### src/rtl/calculate_obf_pkg.sv
// Shared types and constants for the keyed sequential constant multiplier.
package calculate_obf_pkg;

  typedef enum logic [1:0] {
    StIdle,
    StRun,
    StDone
  } state_e;

  // Encrypted constant shipped with the block; the correct key recovers the designer's K.
  localparam logic [31:0] DefaultConstEnc = 32'hE9AA4AB3;

  // Number of low key bits that carry meaning: bit 0 for the idle lock, bits [width:1] for K.
  function automatic int unsigned key_slice_w(input int unsigned width);
    return width + 1;
  endfunction

endpackage

### src/rtl/calculate_n_obf_seq_if.sv
// ap_ block-level handshake plus operand, result and key buses.
interface calculate_n_obf_seq_if #(
  parameter int unsigned WIDTH = 32,
  parameter int unsigned KEY_W = 255
);

  logic             ap_start;
  logic             ap_done;
  logic             ap_idle;
  logic             ap_ready;
  logic [WIDTH-1:0] a;
  logic [WIDTH-1:0] b;
  logic [WIDTH-1:0] ap_return;
  logic [KEY_W-1:0] locking_key;

  modport master (
    output ap_start, a, b, locking_key,
    input  ap_done, ap_idle, ap_ready, ap_return
  );

  modport slave (
    input  ap_start, a, b, locking_key,
    output ap_done, ap_idle, ap_ready, ap_return
  );

endinterface

### src/rtl/calculate_obf_shift_add.sv
// Iterative shift-add multiplier datapath: one multiplier bit consumed per step.
module calculate_obf_shift_add #(
  parameter int unsigned WIDTH = 32
) (
  input  logic             clk_i,
  input  logic             rst_ni,
  input  logic             load_i,
  input  logic             step_i,
  input  logic [WIDTH-1:0] mcand_i,
  input  logic [WIDTH-1:0] mplier_i,
  output logic [WIDTH-1:0] acc_next_o,
  output logic             last_o
);

  localparam int unsigned CntW = $clog2(WIDTH);

  logic [WIDTH-1:0] mcand_q, mcand_d;
  logic [WIDTH-1:0] mplier_q, mplier_d;
  logic [WIDTH-1:0] acc_q, acc_d;
  logic [CntW-1:0]  cnt_q, cnt_d;
  logic [WIDTH-1:0] acc_next;

  // Load operands at accept, otherwise advance one partial product per step.
  always_comb begin
    acc_next = acc_q + (mplier_q[0] ? mcand_q : '0);
    mcand_d  = mcand_q;
    mplier_d = mplier_q;
    acc_d    = acc_q;
    cnt_d    = cnt_q;
    if (load_i) begin
      mcand_d  = mcand_i;
      mplier_d = mplier_i;
      acc_d    = '0;
      cnt_d    = '0;
    end else if (step_i) begin
      acc_d    = acc_next;
      mcand_d  = mcand_q << 1;
      mplier_d = mplier_q >> 1;
      cnt_d    = cnt_q + CntW'(1);
    end
  end

  // Datapath registers.
  always_ff @(posedge clk_i or negedge rst_ni) begin
    if (!rst_ni) begin
      mcand_q  <= '0;
      mplier_q <= '0;
      acc_q    <= '0;
      cnt_q    <= '0;
    end else begin
      mcand_q  <= mcand_d;
      mplier_q <= mplier_d;
      acc_q    <= acc_d;
      cnt_q    <= cnt_d;
    end
  end

  assign acc_next_o = acc_next;
  // High during the final step; acc_next_o then holds the complete truncated product.
  assign last_o     = (cnt_q == CntW'(WIDTH - 1));

endmodule

### src/rtl/calculate_n_obf_seq.sv
// Keyed multiply-by-constant with ap_ handshake: ap_return = a * K mod 2^WIDTH,
// K = CONST_ENC ^ locking_key[WIDTH:1]; a wrong key bit 0 inverts ap_idle.
module calculate_n_obf_seq
  import calculate_obf_pkg::*;
#(
  parameter int unsigned      WIDTH     = 32,
  parameter int unsigned      KEY_W     = 255,
  parameter logic [WIDTH-1:0] CONST_ENC = WIDTH'(DefaultConstEnc)
) (
  input logic                  ap_clk,
  input logic                  ap_rst_n,
  calculate_n_obf_seq_if.slave bus
);

  localparam int unsigned KeySliceW = key_slice_w(WIDTH);

  state_e           state_q, state_d;
  logic             kbit0_q, kbit0_d;
  logic             accepted_q, accepted_d;
  logic [WIDTH-1:0] ret_q, ret_d;
  logic             load, step, last;
  logic [WIDTH-1:0] acc_next;
  logic [KeySliceW-1:0] key_slice;
  logic [WIDTH-1:0] mplier_init;
  logic             kbit_eff;
  logic             unused_inputs;

  assign key_slice   = bus.locking_key[KeySliceW-1:0];
  assign mplier_init = CONST_ENC ^ key_slice[KeySliceW-1:1];

  // b and the upper key bits exist only for port compatibility.
  assign unused_inputs = ^{bus.b, bus.locking_key};

  // FSM next state, datapath controls and key/result latches.
  always_comb begin
    state_d    = state_q;
    kbit0_d    = kbit0_q;
    accepted_d = accepted_q;
    ret_d      = ret_q;
    load       = 1'b0;
    step       = 1'b0;
    unique case (state_q)
      StIdle: begin
        if (bus.ap_start) begin
          load       = 1'b1;
          kbit0_d    = key_slice[0];
          accepted_d = 1'b1;
          state_d    = StRun;
        end
      end
      StRun: begin
        step = 1'b1;
        if (last) begin
          ret_d   = acc_next;
          state_d = StDone;
        end
      end
      StDone: state_d = StIdle;
      default: state_d = StIdle;
    endcase
  end

  // Control state registers.
  always_ff @(posedge ap_clk or negedge ap_rst_n) begin
    if (!ap_rst_n) begin
      state_q    <= StIdle;
      kbit0_q    <= 1'b0;
      accepted_q <= 1'b0;
      ret_q      <= '0;
    end else begin
      state_q    <= state_d;
      kbit0_q    <= kbit0_d;
      accepted_q <= accepted_d;
      ret_q      <= ret_d;
    end
  end

  calculate_obf_shift_add #(
    .WIDTH (WIDTH)
  ) u_shift_add (
    .clk_i      (ap_clk),
    .rst_ni     (ap_rst_n),
    .load_i     (load),
    .step_i     (step),
    .mcand_i    (bus.a),
    .mplier_i   (mplier_init),
    .acc_next_o (acc_next),
    .last_o     (last)
  );

  // Before any accept there is no latched bit, so the live key bit drives the idle lock.
  assign kbit_eff      = accepted_q ? kbit0_q : key_slice[0];
  assign bus.ap_idle   = (state_q == StIdle) ^ kbit_eff;
  assign bus.ap_done   = (state_q == StDone);
  assign bus.ap_ready  = (state_q == StDone);
  assign bus.ap_return = ret_q;

endmodule

### src/flat_wrapper.sv
// flat-port wrapper written by rule: the top's interface ports become plain ports
module calculate_n_obf_seq_flat import calculate_obf_pkg::*;
#(
  parameter int unsigned      WIDTH     = 32,
  parameter int unsigned      KEY_W     = 255,
  parameter logic [WIDTH-1:0] CONST_ENC = WIDTH'(DefaultConstEnc)
)
  (ap_clk, ap_rst_n, bus_ap_start, bus_a, bus_b, bus_locking_key, bus_ap_done, bus_ap_idle, bus_ap_ready, bus_ap_return);
  calculate_n_obf_seq_if #(.WIDTH(WIDTH), .KEY_W(KEY_W)) bus_i ();
  input logic ap_clk;
  input logic ap_rst_n;
  input wire logic [$bits(bus_i.ap_start)-1:0] bus_ap_start;
  input wire logic [$bits(bus_i.a)-1:0] bus_a;
  input wire logic [$bits(bus_i.b)-1:0] bus_b;
  input wire logic [$bits(bus_i.locking_key)-1:0] bus_locking_key;
  output wire logic [$bits(bus_i.ap_done)-1:0] bus_ap_done;
  output wire logic [$bits(bus_i.ap_idle)-1:0] bus_ap_idle;
  output wire logic [$bits(bus_i.ap_ready)-1:0] bus_ap_ready;
  output wire logic [$bits(bus_i.ap_return)-1:0] bus_ap_return;
  assign bus_i.ap_start = bus_ap_start;
  assign bus_i.a = bus_a;
  assign bus_i.b = bus_b;
  assign bus_i.locking_key = bus_locking_key;
  assign bus_ap_done = bus_i.ap_done;
  assign bus_ap_idle = bus_i.ap_idle;
  assign bus_ap_ready = bus_i.ap_ready;
  assign bus_ap_return = bus_i.ap_return;
  calculate_n_obf_seq #(.WIDTH(WIDTH), .KEY_W(KEY_W), .CONST_ENC(CONST_ENC)) u_core (.ap_clk(ap_clk), .ap_rst_n(ap_rst_n), .bus(bus_i));
endmodule
### config.mk
export PLATFORM = sky130hd
export DESIGN_NAME = calculate_n_obf_seq_flat
export DESIGN_NICKNAME = d
export VERILOG_FILES = /design/src/rtl/calculate_obf_pkg.sv /design/src/rtl/calculate_n_obf_seq_if.sv /design/src/rtl/calculate_obf_shift_add.sv /design/src/rtl/calculate_n_obf_seq.sv /design/src/flat_wrapper.sv
export SDC_FILE = /design/constraint.sdc
export NUM_CORES = 1
export LEC_CHECK = 0
export ABC_AREA = 1
export CAP_MARGIN = 20
export CORE_UTILIZATION = 30
export DETAILED_ROUTE_END_ITERATION = 16
export PLACE_DENSITY = 0.64
export SKIP_CTS_REPAIR_TIMING = 1
export SYNTH_ARGS = -nofsm -noshare
export SYNTH_HDL_FRONTEND = slang
export SYNTH_SLANG_ARGS = --single-unit
### constraint.sdc
create_clock -name ap_clk -period 3.1 [get_ports ap_clk]
set_input_delay 0.62 -clock ap_clk [delete_from_list [all_inputs] [get_ports ap_clk]]
set_output_delay 0.62 -clock ap_clk [all_outputs]
set_load 0.05 [all_outputs]
Word level (Yosys, flattened, before mapping)
Cells that the tools add are included.

storage, ports and cells
  logic and storage cells = 38
  output and inout bits = 35
  bits in registers = 137

cells by class
  bitwise gates (word level) = 2
  multiplexer cells = 16
  reductions and logical operators = 5
  add/sub/neg operators = 2
  equal/unequal tests = 5

operator list
  operator                                                         number
  32-bit 2-to-1 mux                                                7
  32-bit adder                                                     1
  17-bit NOT                                                       1
  5-bit 2-to-1 mux                                                 2
  2-bit AND reduction                                              3
  5-bit by 1-bit adder with 5-bit output, second input constant    1
  5-bit == test, second input constant                             1
  1-bit 2-to-1 mux                                                 4
  2-bit 2-to-1 mux                                                 2
  2-bit case mux with 2 select lines                               1
  2-bit by 1-bit == test with 1-bit output, second input constant  1
  2-bit == test, second input constant                             1
  2-bit logical NOT                                                1
  2-bit by 1-bit != test with 1-bit output, second input constant  1
  2-bit != test, second input constant                             1
  2-bit nonzero test                                               1
  1-bit bitwise XOR                                                1

Longest topological paths before layout
Gate-level depths: netlist (run 1).

  depth in word-level cells = 4
  depth in mapped cells = 17
  depth with buffers taken out = 15

Cells and area by module
Synthesis (run 1) repeated with hierarchy kept, for this count alone.

second synthesis, totals
  cell total of the unflattened synthesis = 1205
  area total of the unflattened synthesis = 8455.6 um2

by module, submodules not included
  module                   instances  cells an instance  sequential area each (um2)  area an instance (um2)
  calculate_obf_shift_add  1          1019               2527.4                      6872.8
  calculate_n_obf_seq      1          186                900.9                       1582.8

Least setup slack after synthesis (run 1)
No wires, ideal clock.

  kind = reg-to-reg
  from = register u_core.u_shift_add.mplier_q[0]
  to = register u_core.u_shift_add.acc_q[28]
  data arrival time = 2111 ps
  period minus slack after synthesis = 2229 ps
  slack = 871 ps
  cell stages (with the launch flop) = 15
  path buffers = 2
  setup time = 118 ps
  path through = dfrtp_1 -> clkbuf_1 -> clkbuf_1 -> nand2_1 -> inv_1 -> ha_1 -> fa_1 -> nand3_1 -> nand3_1 -> nand3_1 -> nand3b_1 -> nand2_1 -> nand3_1 -> nand3_1 -> nand2_1

on the way
  cells in the longest elaborated chain, start to end = 4

RTL lines
  element                 line                           RTL
  start, declared         calculate_obf_shift_add.sv:18  logic [WIDTH-1:0] mplier_q, mplier_d;
  start signal, assigned  calculate_obf_shift_add.sv:52  mplier_q <= mplier_d;
  32-bit 2-to-1 mux       calculate_obf_shift_add.sv:25  acc_next = acc_q + (mplier_q[0] ? mcand_q : '0);
  32-bit adder            calculate_obf_shift_add.sv:25
  32-bit 2-to-1 mux       calculate_obf_shift_add.sv:35  end else if (step_i) begin
  32-bit 2-to-1 mux       calculate_obf_shift_add.sv:30  if (load_i) begin
  end signal, assigned    calculate_obf_shift_add.sv:48  acc_q <= '0;
  end signal, assigned    calculate_obf_shift_add.sv:53  acc_q <= acc_d;
  end, declared           calculate_obf_shift_add.sv:19  logic [WIDTH-1:0] acc_q, acc_d;

Every way passes these cells. The select of a mux whose other input is x is not followed.
A chain may end at the register's enable or synchronous reset.

Worst setup path in the final report (run 1)
Ends and elaborated chain as after synthesis.

==> metrics.yaml, run 1 <==
synthesis:
  syn_inst: 1128
  synth_edf_count: 0
  syn-num-nets: 1484
  syn_area_per_cell_um2: 7.15
  synth_cell_type_count: 31
  yosysTopAreaCell: "dfrtp_1"
  yosysTopAreaCellShare_pct: 42.5
  synth_most_common_cell: "nand2_1"
  ys_seq_area_share_pct: 42.5
  syn_area_um2: 8060
  async_flop_share_pct: 100
  yosys-top-cells-count: "nand2_1 (476), inv_1 (182), dfrtp_1 (137)"
  synth_area_leaders: "dfrtp_1 (43%), nand2_1 (22%), inv_1 (8.5%)"
  synth_seq_cells: 137
  synth_ff_type: "dfrtp_1"
  ys_warn_count: 0
clock_tree:
  cts_tree: "yes"
  clock_sink_count: 137
  clock-root-buffer: "clkbuf_16"
  clk_latency_ns: 0.43
  cts_buffers: 17
  clk_pin_slew_ns: 0.06
  clockBufferDepth: 2
  cts_htree_levels: 4
routing:
  via_per_inst: 4.57
  wl_per_cell_um: 13.5
  wirelength_mm: 21.2
  num_vias: 7167
  route.detailed.drc: 6
  ant_nets: 0
  drtIter0Drc: 441
  first_pass_iters: 13
setup_path:
  crit_type: "flip-flop to flip-flop"
  cp.required_ns: 3.41
  reg2reg_depth: 12
  startpoint_type: "flip-flop"
  cp_max_fo: 17
  worstPathArrival_ns: 3.12
  end_kind: "flip-flop"
hold_path:
  holdCritPathClass: "input port to asynchronous set/reset pin"
run:
  timing.max_cap.violations: 0
sta:
  clock_skew_ns: 0.0133
  rsz0062_at_grt: "no"
  finalSetupViolCount: 0
  setup_tns_ns: 0
  finalCriticalPeriod_ns: 2.81
  worst_pin_slew_ns: 0.892
  slew_headroom_pct: 40.5
  report.final.slew_viol_count: 0
  timing.fmax_ghz: 0.356
  hold_viol_final: 0
  period_share_pct: 90.6
power_and_ir_drop:
  p_leak_nw: 5.28
  ir_drop_v: 0.000519
  power_density_nw_per_um2: 1120
global_routing:
  grt_pass1_wl_mm: 35.3
  antenna_found_initial: 0
  grt_pass1_vias: 7171
  grt_overflow: 0
  grt_max_degree: 84
  grt_usage_pct: 16.0
final_layout:
  drive_gt1_share_pct: 4.70
  fin_nets: 1576
  n_antenna_cell: 0
  fin_util_pct: 38.3
  area_growth_pct: 24.6
die:
  die_area_um2: 27500
  core_area_um2: 26200
  io_pins: 357
  initial_utilization_pct: 30.8
  die_w_um: 166
  rows: 59
  die_h_um: 166
placed_design:
  place.gp.congestion: 0.904
  port_buffers: 102
  dp_hpwl_mm: 15.8
run_status:
  violations: "DRC"
  status: "finished with violations"
[report_power, final]
group	internal [mW]	switching (mW)	leakage, nW
Clock	1.35	0.802	0.299
Combinational	2.08	3.87	3.38
Sequential	2.64	0.473	1.60
Total	6.07	5.14	5.28
[routing by layer]
layer / up-vias / routed length (um) / global-route usage, % / part of all wire [%]
li1: 3696 / - / - / -
met1: 3283 / 9930 / 20.5 / 47
met2: 164 / 9630 / 26.2 / 45
met3: 24 / 1310 / 4.29 / 6.2
met4: 0 / 365 / 4.84 / 1.7
met5: - / 0 / 0 / 0
[path summary, 6_finish.rpt]
path | startpoint | endpoint | slack (ns)
max | u_core.u_shift_add.mplier_q[0] | u_core.u_shift_add.acc_q[28] | 0.29
min | ap_rst_n | u_core.u_shift_add.mplier_q[3] | 0.25
max reg2reg | u_core.u_shift_add.mplier_q[0] | u_core.u_shift_add.acc_q[28] | 0.29
min reg2reg | u_core.bus.ap_return[23] | u_core.bus.ap_return[23] | 0.48
max in group asynchronous | ap_rst_n | u_core.state_q[1] | 2.10
min in group ap_clk | u_core.bus.ap_return[23] | u_core.bus.ap_return[23] | 0.48
[worst max-delay path, cell delays in order, from the launching register on]
cell,delay [ns]
dfrtp_1,0.61
nand2_1,0.14
inv_1,0.05
ha_1,0.22
fa_1,0.49
nand3_1,0.13
nand3_1,0.17
nand3_1,0.12
nand3b_1,0.25
nand2_1,0.21
nand3_1,0.11
nand3_1,0.12
nand2_1,0.07
[state kept, by name (all words and copies together) (netlist names)]
signal / flops
u_core.u_shift_add.mcand_q: 32
u_core.u_shift_add.mplier_q: 32
u_core.bus.ap_return: 32
u_core.u_shift_add.cnt_q: 5
u_core.u_shift_add.acc_q: 32
u_core.accepted_q: 1
u_core.state_q: 2
u_core.kbit0_q: 1
[cell type report]
class	instances	area, um^2
tap	335	419
inverter	185	694
timing repair buffer	112	1120
multi-input combinational	767	3750
clock inverter	10	140
fill	2747	16200
clock buffer	22	484
sequential	137	3430
[cell usage in the layout, fill, tap and decap left out]
master	synthesis	final
nand2_1	476	476
inv_1	182	182
dfrtp_1	137	137
clkdlybuf4s50_1	0	100
nand3_1	64	64
nor2_1	43	43
ha_1	33	33
o221ai_1	32	32
o21ai_0	25	25
a21oi_1	18	18
clkbuf_16	0	17
o211ai_1	15	15
xnor2_1	11	11
buf_4	4	9
nand2_2	8	8
xor2_1	6	6
nand3b_1	6	6
o21ai_1	6	6
a22o_1	5	5
nand4_1	4	4
clkbuf_8	0	4
inv_2	3	3
nor3_1	3	3
o21bai_1	3	3
bufinv_16	0	3
clkinvlp_4	0	3
nand3_2	2	2
clkinv_2	0	2
buf_12	0	2
nor2_4	1	1
and2_0	1	1
a22oi_1	1	1
or2_2	1	1
a21o_1	1	1
o22ai_1	1	1
fa_1	1	1
clkbuf_1	18	1
inv_6	0	1
clkinv_4	0	1
buf_6	0	1
[through the flow]
stage	worst slack, ns	power [mW]	std cells	hold slack, ns	cell area [um^2]
3_5_place_dp	0.361	9.10	1536	0.467	9420
6_report	0.291	11.2	1568	0.247	10000
3_3_place_gp	0.360	9.00	1536	0.464	9420
4_1_cts	0.338	11.3	1568	0.278	10000
2_1_floorplan	0.871	7.47	1128	0.324	8060
5_1_grt	0.144	12.2	1568	0.315	10000
[cell families (layout without fill, tap and decap cells)]
family,Yosys count,count (layout),synth area share [%]
and+or+nand+nor,609,609,30.4
buffers and inverters,224,329,10.9
DFF,137,137,42.5
AOI/OAI and AO/OA,107,107,9.00
adders and majority gates,34,34,5.37
xor gates and xnor gates,17,17,1.85
Power figures use the tool's default switching activity.
==> run 2, diff against run 1 <==
Settings changed: CELL_PAD_IN_SITES_DETAIL_PLACEMENT set to 0, CELL_PAD_IN_SITES_GLOBAL_PLACEMENT set to 1, CORE_UTILIZATION 30 to 29, PLACE_DENSITY 0.64 to 0.84.
==> metrics.yaml, run 2 (synthesized netlist as in run 1, its figures left out) <==
setup_path:
  crit_type: "flip-flop to flip-flop"
  end_kind: "flip-flop"
  slowest_stage: "dfrtp_1"
  crit_path_cell_trace: "nand2_1, inv_1, ha_1, fa_1, nand3_1, nand3_1, nand3_1, nand3b_1, nand2_1, nand3_1, nand3_1, nand2_1"
  worstPathArrival_ns: 2.98
  startpoint: "u_core.u_shift_add.mplier_q[0]"
  reg2reg_from: "u_core.u_shift_add.mplier_q[0]"
  crit_buf_inv: 1
  crit_family: "simple AND/OR/NAND/NOR gates"
  cp_max_fo: 14
  path_common_cell: "nand3_1"
  startpoint_type: "flip-flop"
  max_stage_delay_ns: 0.56
  cp.required_ns: 3.41
die:
  die_area_um2: 28500
  initial_utilization_pct: 29.7
  rows: 60
  io_pins: 357
  die_h_um: 169
  die_w_um: 169
  core_area_um2: 27100
sta:
  report.final.slew_viol_count: 0
  setup_ws_ns: 0.433
  whs_ns: 0.133
  rsz0062_at_grt: "no"
  period_share_pct: 86.0
  slew_headroom_pct: 36.2
  clock_skew_ns: 0.00629
  setup_tns_ns: 0
  finalCriticalPeriod_ns: 2.67
  timing.fmax_ghz: 0.375
  finalSetupViolCount: 0
  worst_pin_slew_ns: 0.956
  hold_viol_final: 0
final_layout:
  fin_util_pct: 37.3
  final_area_um2: 10100
  drive_gt1_share_pct: 4.71
  fin_nets: 1575
  n_antenna_cell: 0
  area_growth_pct: 25.3
  stdcell_count: 1604
  final_common_cell: "nand2_1"
  layout_common_cells: "nand2_1 (476), inv_1 (182), dfrtp_1 (137)"
routing:
  ant_nets: 0
  drtIter0Drc: 402
  topRoutingLayerUsed: "met4"
  num_vias: 7180
  route.detailed.drc: 0
  met2_wirelength_mm: 9.71
  wl_per_cell_um: 13.4
  wirelength_mm: 21.5
  first_pass_iters: 4
  met1_length_mm: 10.3
  via_per_inst: 4.48
  wl_met3_mm: 1.22
hold_path:
  holdCritPathClass: "input port to asynchronous set/reset pin"
placed_design:
  dp_hpwl_mm: 15.9
  place_area_um2: 9470
  place_ws_ns: 0.445
  dp_cells: 1572
  place.gp.congestion: 0.868
  port_buffers: 102
clock_tree:
  clk_pin_slew_ns: 0.06
  clock_sink_count: 137
  cts_tree: "yes"
  clock-root-buffer: "clkbuf_16"
  cts_htree_levels: 4
  clk_latency_ns: 0.42
  cts_buffers: 17
  clockBufferDepth: 2
global_routing:
  grt_max_degree: 68
  antenna_found_initial: 0
  grt_pass1_wl_mm: 35.7
  grt_usage_pct: 16.0
  grt_pass1_vias: 7138
  grt_overflow: 0
power_and_ir_drop:
  power_density_nw_per_um2: 1110
  ir_drop_v: 0.000667
  total_power_mw: 11.3
  p_leak_nw: 5.28
run_status:
  status: "complete, no violations"
run:
  timing.max_cap.violations: 0
[run 2: final timing paths]
kind,to,depth (start not counted),slack (ns)
worst max-delay path,u_core.bus.ap_return[28],12,0.43
worst min-delay path,u_core.u_shift_add.mplier_q[17],1,0.13
worst max register to register,u_core.bus.ap_return[28],12,0.43
worst min register to register,u_core.bus.ap_return[1],2,0.48
max in group asynchronous,u_core.u_shift_add.mcand_q[27],2,2.34
min in group ap_clk,u_core.bus.ap_return[1],2,0.48
[run 2: worst register-to-register path: stages, from the launching register on]
cell and delay (ns):
dfrtp_1 0.56, nand2_1 0.13, inv_1 0.05, ha_1 0.22, fa_1 0.50, nand3_1 0.13
nand3_1 0.17, nand3_1 0.13, nand3b_1 0.18, nand2_1 0.19, nand3_1 0.12, nand3_1 0.13
nand2_1 0.06
[run 2: metal layers]
layer,vias up,track usage (%)
met3,22,4.12
met5,-,0
met4,0,5.06
met1,3320,20.9
met2,143,25.7
li1,3695,-
[run 2: power by group]
part / total [mW] / leakage, nW / switching (mW) / internal (mW)
clock: 2.20 / 0.299 / 0.830 / 1.37
sequential: 3.12 / 1.60 / 0.479 / 2.64
combinational: 5.94 / 3.38 / 3.87 / 2.08
total: 11.3 / 5.28 / 5.18 / 6.09
[run 2: layout make-up]
type	count	area [um^2]
repair buffers	111	1120
flip-flops and latches	137	3430
fillers	2894	17000
clock inverters	14	195
multi-input cells	767	3750
well taps	372	465
inverters	185	694
clock buffers	18	439
==> run 3, diff against run 2 <==
Settings changed: CORE_UTILIZATION 29 to 30, PLACE_DENSITY 0.84 to 0.85, SYNTH_HIERARCHICAL set to 1, TNS_END_PERCENT set to 50.
==> metrics.yaml, run 3 <==
global_routing:
  grt_overflow: 0
  grt_usage_pct: 16.2
  antenna_found_initial: 0
  grt_max_degree: 59
  grt_pass1_vias: 7431
  grt_pass1_wl_mm: 37.1
synthesis:
  syn_inst: 1205
  synth_seq_cells: 137
  async_flop_share_pct: 100
  yosysTopAreaCellShare_pct: 40.5
  syn-num-nets: 1561
  yosysTopAreaCell: "dfrtp_1"
  syn_area_per_cell_um2: 7.02
  synth_most_common_cell: "nand2_1"
  ys_seq_area_share_pct: 40.5
  yosys-top-cells-count: "nand2_1 (481), inv_1 (200), dfrtp_1 (137)"
  synth_ff_type: "dfrtp_1"
  syn_area_um2: 8460
  synth_area_leaders: "dfrtp_1 (41%), nand2_1 (21%), inv_1 (8.9%)"
  synth_edf_count: 0
  ys_warn_count: 6
  synth_cell_type_count: 34
routing:
  via_per_inst: 4.50
  num_vias: 7582
  ant_nets: 0
  wl_per_cell_um: 13.1
  drtIter0Drc: 428
  route.detailed.drc: 0
  first_pass_iters: 5
  wirelength_mm: 22.1
die:
  die_area_um2: 28900
  die_h_um: 170
  rows: 61
  io_pins: 357
  die_w_um: 170
  core_area_um2: 27800
  initial_utilization_pct: 30.4
placed_design:
  place.gp.congestion: 0.889
  dp_cells: 1654
  dp_hpwl_mm: 16.7
  place_area_um2: 9890
  port_buffers: 102
  place_ws_ns: 0.442
power_and_ir_drop:
  switching_share_pct: 45.9
  switching_power_mw: 4.45
  total_power_mw: 9.70
  pwr-share-clk_pct: 20.3
  sequentialPowerShare_pct: 30.2
  power_density_nw_per_um2: 928
  ir_drop_v: 0.000373
  internal_power_mw: 5.25
  combPwrFrac_pct: 49.5
  p_leak_nw: 5.69
clock_tree:
  clk_pin_slew_ns: 0.07
  clock_sink_count: 137
  clockBufferDepth: 2
  clock-root-buffer: "clkbuf_16"
  cts_buffers: 17
  cts_tree: "yes"
  cts_htree_levels: 4
  clk_latency_ns: 0.42
run_status:
  status: "complete, no violations"
final_layout:
  final_common_cell: "nand2_1"
  stdcell_count: 1686
  fin_nets: 1651
  n_antenna_cell: 0
  area_growth_pct: 23.7
  n_fill_cell: 2971
  fin_util_pct: 37.7
  drive_gt1_share_pct: 5.73
  final_area_um2: 10500
  layout_common_cells: "nand2_1 (481), inv_1 (199), dfrtp_1 (137)"
setup_path:
  crit_type: "flip-flop to flip-flop"
  cp_max_fo: 14
  end_kind: "flip-flop"
  cp.required_ns: 3.41
  worstPathArrival_ns: 2.96
  startpoint_type: "flip-flop"
sta:
  finalCriticalPeriod_ns: 2.65
  report.final.slew_viol_count: 0
  timing.fmax_ghz: 0.377
  period_share_pct: 85.5
  worst_pin_slew_ns: 0.617
  slew_headroom_pct: 58.8
  rsz0062_at_grt: "no"
  clock_skew_ns: 0.0118
  hold_viol_final: 0
  setup_ws_ns: 0.449
  whs_ns: 0.178
  finalSetupViolCount: 0
  setup_tns_ns: 0
run:
  timing.max_cap.violations: 0
hold_path:
  holdCritPathClass: "input port to asynchronous set/reset pin"
run 3: changes by cell type in the layout (fill, tap and decap cells not counted), sizes merged, moves of 13 or more:
cell	previous run	this run
and2	1	15
o221ai	32	19
o21ai	31	11
inv	187	219
nand4	4	33
nand3	66	79
run 3: cell families after synthesis:
| group | after synthesis | share of synthesized area (%) |
|---|---|---|
| buffers and inverters | 258 | 11.9 |
| flip-flops | 137 | 40.5 |
| AO/OA/AOI/OAI | 94 | 7.65 |
| XOR/XNOR | 16 | 1.83 |
| adder cells (fa/ha/maj) | 34 | 5.12 |
| AND/OR/NAND/NOR | 666 | 33.0 |
run 3: area by class of cell:
cell class	count	area [um^2]	area share, %
repair buffers	118	1180	11.3
inverters	211	792	7.57
well taps	378	473	4.52
clock inverters	14	126	1.21
flip-flops and latches	137	3430	32.8
multi-input cells	810	4020	38.5
clock buffers	18	439	4.20
run 3: final timing paths:
kind / from / end / slack [ns] / cells after the start
worst min-delay path: ap_rst_n / u_core/u_shift_add/acc_q[18] / 0.18 / 1
worst min register to register: u_core/bus.ap_return[23] / u_core/bus.ap_return[23] / 0.47 / 2
worst max-delay path: u_core/u_shift_add/mplier_q[0] / u_core/bus.ap_return[28] / 0.45 / 13
worst max register to register: u_core/u_shift_add/mplier_q[0] / u_core/bus.ap_return[28] / 0.45 / 13
min in group ap_clk: u_core/bus.ap_return[23] / u_core/bus.ap_return[23] / 0.47 / 2
max in group asynchronous: ap_rst_n / u_core/u_shift_add/mplier_q[20] / 2.10 / 2
run 3: metal layers:
layer  part of all wire, %  up-vias  GRT usage, %
li1                      -     3942             -
met1                    51     3444          22.8
met2                    44      179          25.6
met4                   1.1        0          4.62
met5                     0        -             0
met3                   4.3       17          2.67
run 3: power groups by stage:
stage          registers [mW]  clock network, mW  logic (mW)
2_1_floorplan            3.20                  0        3.11
3_3_place_gp             2.92                  0        4.71
3_5_place_dp             2.95                  0        4.81
4_1_cts                  2.93               2.02        4.82
5_1_grt                  3.01               2.10        5.40
6_report                 2.93               1.97        4.80
run 3: worst max-delay path, stage by stage (launching register included):
cell and delay [ns]:
dfrtp_1 0.59, nand2_1 0.15, inv_1 0.06, ha_1 0.23
fa_1 0.44, nand3_1 0.10, nand3_1 0.14, nand3_1 0.11
nand3_1 0.16, nand2_1 0.15, nand3_1 0.10, and2_1 0.17
nand4_1 0.08, nand2_1 0.06
